==> config.mk <==
export PLATFORM = sky130hd
export DESIGN_NAME = wb_cmd_initiator
export DESIGN_NICKNAME = d
export VERILOG_FILES = /design/src/rtl/wb_cmd_initiator.sv
export SDC_FILE = /design/constraint.sdc
export NUM_CORES = 1
export LEC_CHECK = 0
export ABC_CLOCK_PERIOD_IN_PS = 1680
export BUFFER_PORTS_ARGS = -buffer_cell sky130_fd_sc_hd__buf_2
export CORE_ASPECT_RATIO = 1.25
export CORE_UTILIZATION = 40
export DETAILED_ROUTE_END_ITERATION = 7
export PLACE_DENSITY = 0.72
export SLEW_MARGIN = 20
export SYNTH_ARGS = -nofsm -noshare
export SYNTH_HDL_FRONTEND = slang
export SYNTH_SLANG_ARGS = --single-unit
export TNS_END_PERCENT = 5
==> constraint.sdc <==
create_clock -name wb_clk_i -period 1.68 [get_ports wb_clk_i]
set_input_delay 0 -clock wb_clk_i [delete_from_list [all_inputs] [get_ports wb_clk_i]]
set_output_delay 0 -clock wb_clk_i [all_outputs]
set_load 0.005 [all_outputs]
==> src/rtl/wb_cmd_initiator.sv <==
// Wishbone classic single-transfer initiator driven by a valid/ready command stream.
// Optional watchdog on unacknowledged cycles: define WBM_TIMEOUT_EN.
module wb_cmd_initiator #(
    parameter int unsigned TIMEOUT = 255
) (
    input  logic        wb_clk_i,
    input  logic        wb_rst_ni,
    input  logic        cmd_valid_i,
    output logic        cmd_ready_o,
    input  logic        cmd_we_i,
    input  logic [31:0] cmd_adr_i,
    input  logic [31:0] cmd_dat_i,
    input  logic [3:0]  cmd_sel_i,
    output logic        rsp_valid_o,
    input  logic        rsp_ready_i,
    output logic [31:0] rsp_dat_o,
    output logic        rsp_err_o,
    output logic        wbm_cyc_o,
    output logic        wbm_stb_o,
    output logic        wbm_we_o,
    output logic [31:0] wbm_adr_o,
    output logic [31:0] wbm_dat_o,
    output logic [3:0]  wbm_sel_o,
    input  logic [31:0] wbm_dat_i,
    input  logic        wbm_ack_i,
    output logic        busy_o
);

    if (TIMEOUT < 1 || TIMEOUT > 65535) begin : g_bad_timeout
        $error("wb_cmd_initiator: TIMEOUT must be 1..65535");
    end

    typedef enum logic [1:0] {
        S_IDLE,
        S_BUS,
        S_RESP
    } state_t;

    state_t      r_state;
    state_t      w_state_nx;

    logic        r_cmd_ready;
    logic        r_cyc;
    logic        r_we;
    logic [31:0] r_adr;
    logic [31:0] r_dat;
    logic [3:0]  r_sel;
    logic        r_rsp_valid;
    logic [31:0] r_rsp_dat;

    logic        w_cyc_nx;
    logic        w_we_nx;
    logic [31:0] w_adr_nx;
    logic [31:0] w_dat_nx;
    logic [3:0]  w_sel_nx;
    logic        w_rsp_valid_nx;
    logic [31:0] w_rsp_dat_nx;
    logic        w_cmd_hs;

`ifdef WBM_TIMEOUT_EN
    localparam logic [15:0] LP_TMO_LAST = 16'(TIMEOUT - 1);

    logic [15:0] r_cnt;
    logic [15:0] w_cnt_nx;
    logic        r_rsp_err;
    logic        w_rsp_err_nx;
`endif

    assign w_cmd_hs = cmd_valid_i & r_cmd_ready;

    always_comb begin
        w_state_nx     = r_state;
        w_cyc_nx       = r_cyc;
        w_we_nx        = r_we;
        w_adr_nx       = r_adr;
        w_dat_nx       = r_dat;
        w_sel_nx       = r_sel;
        w_rsp_valid_nx = r_rsp_valid;
        w_rsp_dat_nx   = r_rsp_dat;
`ifdef WBM_TIMEOUT_EN
        w_cnt_nx       = r_cnt;
        w_rsp_err_nx   = r_rsp_err;
`endif
        unique case (r_state)
            S_IDLE: begin
                if (w_cmd_hs) begin
                    w_we_nx    = cmd_we_i;
                    w_adr_nx   = cmd_adr_i;
                    w_dat_nx   = cmd_dat_i;
                    w_sel_nx   = cmd_sel_i;
                    w_cyc_nx   = 1'b1;
                    w_state_nx = S_BUS;
`ifdef WBM_TIMEOUT_EN
                    w_cnt_nx   = 16'd0;
`endif
                end
            end
            S_BUS: begin
                if (wbm_ack_i) begin
                    w_rsp_dat_nx   = r_we ? 32'd0 : wbm_dat_i;
                    w_rsp_valid_nx = 1'b1;
                    w_cyc_nx       = 1'b0;
                    w_state_nx     = S_RESP;
`ifdef WBM_TIMEOUT_EN
                    w_rsp_err_nx   = 1'b0;
                end else if (r_cnt == LP_TMO_LAST) begin
                    // Ack on the expiry edge takes the branch above instead.
                    w_rsp_dat_nx   = 32'd0;
                    w_rsp_err_nx   = 1'b1;
                    w_rsp_valid_nx = 1'b1;
                    w_cyc_nx       = 1'b0;
                    w_state_nx     = S_RESP;
                end else begin
                    w_cnt_nx       = r_cnt + 16'd1;
`endif
                end
            end
            S_RESP: begin
                if (rsp_ready_i) begin
                    w_rsp_valid_nx = 1'b0;
                    w_state_nx     = S_IDLE;
                end
            end
            default: begin
                w_state_nx = S_IDLE;
                w_cyc_nx   = 1'b0;
            end
        endcase
    end

    always_ff @(posedge wb_clk_i or negedge wb_rst_ni) begin
        if (!wb_rst_ni) begin
            r_state     <= S_IDLE;
            r_cmd_ready <= 1'b0;
            r_cyc       <= 1'b0;
            r_we        <= 1'b0;
            r_adr       <= 32'd0;
            r_dat       <= 32'd0;
            r_sel       <= 4'd0;
            r_rsp_valid <= 1'b0;
            r_rsp_dat   <= 32'd0;
        end else begin
            r_state     <= w_state_nx;
            r_cmd_ready <= (w_state_nx == S_IDLE);
            r_cyc       <= w_cyc_nx;
            r_we        <= w_we_nx;
            r_adr       <= w_adr_nx;
            r_dat       <= w_dat_nx;
            r_sel       <= w_sel_nx;
            r_rsp_valid <= w_rsp_valid_nx;
            r_rsp_dat   <= w_rsp_dat_nx;
        end
    end

`ifdef WBM_TIMEOUT_EN
    always_ff @(posedge wb_clk_i or negedge wb_rst_ni) begin
        if (!wb_rst_ni) begin
            r_cnt     <= 16'd0;
            r_rsp_err <= 1'b0;
        end else begin
            r_cnt     <= w_cnt_nx;
            r_rsp_err <= w_rsp_err_nx;
        end
    end

    assign rsp_err_o = r_rsp_err;
`else
    assign rsp_err_o = 1'b0;
`endif

    assign cmd_ready_o = r_cmd_ready;
    assign rsp_valid_o = r_rsp_valid;
    assign rsp_dat_o   = r_rsp_dat;
    assign wbm_cyc_o   = r_cyc;
    assign wbm_stb_o   = r_cyc;
    assign wbm_we_o    = r_we;
    assign wbm_adr_o   = r_adr;
    assign wbm_dat_o   = r_dat;
    assign wbm_sel_o   = r_sel;
    assign busy_o      = (r_state != S_IDLE);

endmodule

# After elaboration in Yosys (flattened, before gate mapping)

Index checks and enable logic that the tools add are counted.

Flip-flop bits (word level): 106
Bits in latches: 0
RAM bits: 0
Memory bits (read-only): 0
Bits of input ports: 106
Logic and storage cells: 35
Memories kept: 0

Add/subtract/negate cells: 0
Multiply operators: 0
Divide/modulo/power cells: 0
$lt $le $gt $ge: 0
Equal/unequal tests: 5
Shifts and indexed selects: 0
Mux-type cells: 11
Bitwise operators: 2
Reductions and logical operators: 8

Operators with widths:

| cell                 | count |
|---|---|
| $mux W32             | 1 |
| $mux W2              | 3 |
| $ne A2 B2 Y1 const B | 3 |
| $pmux W2 S3          | 1 |
| $reduce_and A3 Y1    | 2 |
| $logic_not A2 Y1     | 2 |
| $mux W1              | 4 |
| $reduce_and A2 Y1    | 2 |
| $reduce_bool A2 Y1   | 2 |
| $pmux W1 S3          | 1 |
| $eq A2 B1 Y1 const B | 1 |
| $eq A2 B2 Y1 const B | 1 |
| $pmux W1 S2          | 1 |
| $and A1 B1 Y1        | 1 |
| $not A1 Y1           | 1 |

# Longest topological paths before layout

Word-level depth: 4
Depth in mapped cells: 6

# Worst setup path before layout

OpenSTA, ideal clock, no wires.

Path type: reg-to-reg
Start: register r_state[0]
End: register r_adr[0], in the netlist wbm_adr_o[0]
Arrival time: 1.340 ns
Data required time: 1.555 ns
Path slack: 0.215 ns
Cell stages (with the launch flop): 7
Buffers on the path: 2
Clock period less this slack: 1.465 ns
Cells stage by stage: dfrtp_1 nor2_2 inv_2 nor2_8 buf_6 buf_12 mux2_4

Cells in the longest elaborated chain, start to end: 2

Ends and longest elaborated chain:

| item                        | RTL line | text |
|---|---|---|
| start, declared             | 39       | `state_t r_state;` |
| start signal, assigned      | 143      | `r_state <= w_state_nx;` |
| $logic_not A2 Y1            | 84       | `unique case (r_state)` |
| $reduce_and A2 Y1 (no line) | -        |  |
| end signal, assigned        | 147      | `r_adr <= w_adr_nx;` |
| end, declared               | 45       | `logic [31:0] r_adr;` |

Every way passes these cells.
A chain may end at the register's enable or synchronous reset.

# Worst setup path in the final report

Start: register r_state[0]
End: register r_dat[24], in the netlist wbm_dat_o[24]

Cells in the longest elaborated chain, start to end: 2

Ends and longest elaborated chain:

| item                        | RTL line | text |
|---|---|---|
| $logic_not A2 Y1            | 84       |  |
| $reduce_and A2 Y1 (no line) | -        |  |
| end signal, assigned        | 148      | `r_dat <= w_dat_nx;` |
| end, declared               | 46       | `logic [31:0] r_dat;` |

Every way passes these cells.

==> flow_metrics.tcl <==
set metrics [dict create \
    outcome "complete, no violations" \
    synth.largest_area_cell "dfrtp_1" \
    min_path_type "in -> reg" \
    hold_violations 0 \
    cts_buffers 9 \
    cts_resized 0 \
    cp.arrival_ns 1.78 \
    critical_path.max_stage_delay_ns 0.44 \
    diodes 0 \
    viasPerCell 4.69 \
    gp_congestion 0.731 \
    syn_nets 417 \
    drt_iter0_drc 63 \
    multiInputGateArea_sq_mm 0.00141 \
    setup_viol 0 \
    routed_wl_mm 11.4 \
    clock_path_buffers 2 \
    grt_pass1_wl_mm 17.6 \
    rows 41 \
    vdd_drop_max_mv 0.837 \
    critPathMaxFanout 36 \
    crit_family "flip-flops" \
    io_buffer_count 211 \
    initial_core_util_pct 41.3 \
    synthToLayoutAreaGrowth_pct 60.3 \
    slew_viol_final 0 \
    grtUsageTotal_pct 21.2 \
    ant_nets 0 \
    rsz0062_at_grt "false" \
    layout-drive-gt1-share_pct 48.5 \
    antenna_found_initial 0 \
    syn_area_sq_mm 0.00420 \
    p_leak_nw 3.32 \
    post-route-period-util_pct 93.5 \
    crit_buf_inv 2 \
    grt-ovfl-total 0 \
    grt_max_degree 66 \
    fin_crit_ns 1.57 \
    drt-pass1-iter-count 4 \
    seq_area_sq_mm 0.00265 \
    ys_ff_latch 106 \
    post_drt_wl_per_cell_um 15.0 \
    cts.sinks 106 \
    h-tree-depth 3 \
    ys_types 22 \
    drcViolationCount 0 \
    cp_cell_sequence "nor2_2, inv_2, nor2_8, buf_12, mux2_2" \
    yosys_warnings 0 \
    crit_type "reg -> reg" \
    setup-tns-final_ns 0 \
    filler_cell_count 746 \
    ys_seq_area_share_pct 63.2 \
    dp_hpwl_mm 6.85 \
    worst_pin_slew_ns 0.824 \
    power_per_cell_area_mw_per_mm2 1630 \
    critPathCaptureType "register" \
    max_slew_margin_pct 45.1 \
    synthTopCellsByArea "dfrtp_1 (63%), mux2_2 (16%), nand2b_1 (4.8%)" \
    reg2reg_slack_ns 0.11 \
    power_mw 10.9 \
    cts_tree "done" \
    fin_worst_skew_ns 0.00708 \
    clk_transition_reported_paths_ns 0.07 \
    clock.fmax_mhz 637 \
    crit_required_ns 1.89 \
    dieWidth_um 93.6 \
    startpoint_type "register" \
    clock_latency_ns 0.33 \
    cap_violations 0 \
    synth.avg_cell_area_sq_um 13.5 \
    num_vias 3554 \
    die_area_sq_mm 0.0109 \
    synth_top_cell_area_share_pct 63.2 \
    crit_path_top_delay_cell "dfrtp_1" \
    core_sq_mm 0.0102 \
    nets 731 \
    die_y_um 117 \
    synthCells 311 \
    grt_pass1_vias 3762 \
    ios 213 \
    root_buffer "clkbuf_16" \
]
[through the flow]
| stage | cells | utilization, % | cell area [sq um] | hold slack, ns | setup WS (ns) |
|---|---|---|---|---|---|
| 2_1_floorplan | 311 | - | 4200 | -0.296 | 0.215 |
| 3_3_place_gp | 639 | 53.1 | 5390 | -0.0505 | 0.177 |
| 3_5_place_dp | 639 | 53.1 | 5390 | -0.0353 | 0.121 |
| 4_1_cts | 758 | 66.2 | 6730 | 0.00157 | 0.108 |
| 5_1_grt | 758 | 66.2 | 6730 | 0.0499 | 0.0493 |
| 6_report | 758 | 66.2 | 6730 | 0.0169 | 0.109 |
[synthesized netlist by cell type]
cell type,instances
conb_1,1
nor2_1,4
inv_1,1
mux2_2,60
inv_2,1
dfrtp_1,106
buf_2,5
nand3b_1,1
clkbuf_1,4
mux2_4,10
nor2_2,1
nor2_8,1
buf_12,1
a21oi_1,2
o2bb2ai_1,1
buf_6,1
buf_1,1
buf_4,7
o21ai_0,33
nand2b_1,32
nand2_1,37
a31oi_1,1
[worst register-to-register path: cells and delay by family, from the launching register on]
kind / cells / cell delay [ns]
mux: 1 / 0.40
simple gates: 2 / 0.30
buf+inv: 2 / 0.31
flops: 1 / 0.44
[sequential cells by signal (all words and copies together), names as in the netlist]
name and count:
rsp_dat_o 32, wbm_adr_o 32, wbm_dat_o 32, wbm_sel_o 4
r_state 2, cmd_ready_o 1, rsp_valid_o 1, wbm_cyc_o 1
wbm_we_o 1
[timing repair]
action	4_1_cts	5_1_grt
setup buffers	0	0
endpoints found under the setup margin	0	0
hold buffers	104	0
endpoints found under the hold margin	142	0
[layout by cell type, fill, tap and decap left out]
cell	instances
clkbuf_1	1
clkbuf_16	9
buf_12	4
clkinv_2	1
clkbuf_8	1
nand2_1	37
inv_2	1
buf_4	4
nand2b_1	32
mux2_2	60
o21ai_0	33
clkinvlp_4	1
dlygate4sd3_1	104
inv_6	1
bufinv_16	1
buf_2	210
dfrtp_1	106
a21oi_1	2
nand3b_1	1
inv_1	1
nor2_2	1
o2bb2ai_1	1
mux2_4	10
a31oi_1	1
nor2_1	4
nor2_8	1
conb_1	1
[where the power goes]
part	internal, mW	switching (mW)	leakage, nW
clock	1.19	0.862	0.142
sequential	3.82	0.788	1.29
combinational	2.50	1.77	1.89
total	7.52	3.42	3.32
[final timing paths]
check	startpoint	end	depth (start not counted)
min in group asynchronous	wb_rst_ni	wbm_dat_o[0]$_DFFE_PN0P_	2
worst min register to register	rsp_dat_o[31]$_DFFE_PN0P_	rsp_dat_o[31]$_DFFE_PN0P_	2
worst min-delay path	cmd_valid_i	wbm_cyc_o$_DFFE_PN0P_	3
max in group asynchronous	wb_rst_ni	wbm_dat_o[25]$_DFFE_PN0P_	3
worst max register to register	r_state[0]$_DFF_PN0_	wbm_dat_o[24]$_DFFE_PN0P_	5
worst max-delay path	r_state[0]$_DFF_PN0_	wbm_dat_o[24]$_DFFE_PN0P_	5
[kinds of logic after synthesis]
kind of cell | after synthesis | share of synthesized area (%)
flip-flops | 106 | 63.2
AND/OR/NAND/NOR | 76 | 9.25
multiplexers | 70 | 19.7
AO/OA/AOI/OAI | 37 | 4.53
buffers and inverters | 21 | 3.22
other | 1 | 0.0894
[routing by layer]
layer / track usage (%) / vias up / share of wire (%)
met5: 0 / - / 0
met4: 7.49 / 0 / 1.5
met3: 5.66 / 20 / 7.1
met2: 39.9 / 159 / 54
met1: 22.7 / 1710 / 38
li1: - / 1665 / -
[cell type report]
cell class / instances / area share, %
Inverter: 2 / 0.112
Clock buffer: 11 / 3.61
Multi-Input combinational cell: 184 / 20.9
Clock inverter: 4 / 0.763
Tap cell: 129 / 2.40
Timing Repair Buffer: 322 / 32.7
Sequential cell: 106 / 39.4
No activity file was read; power rests on OpenSTA's default activity.
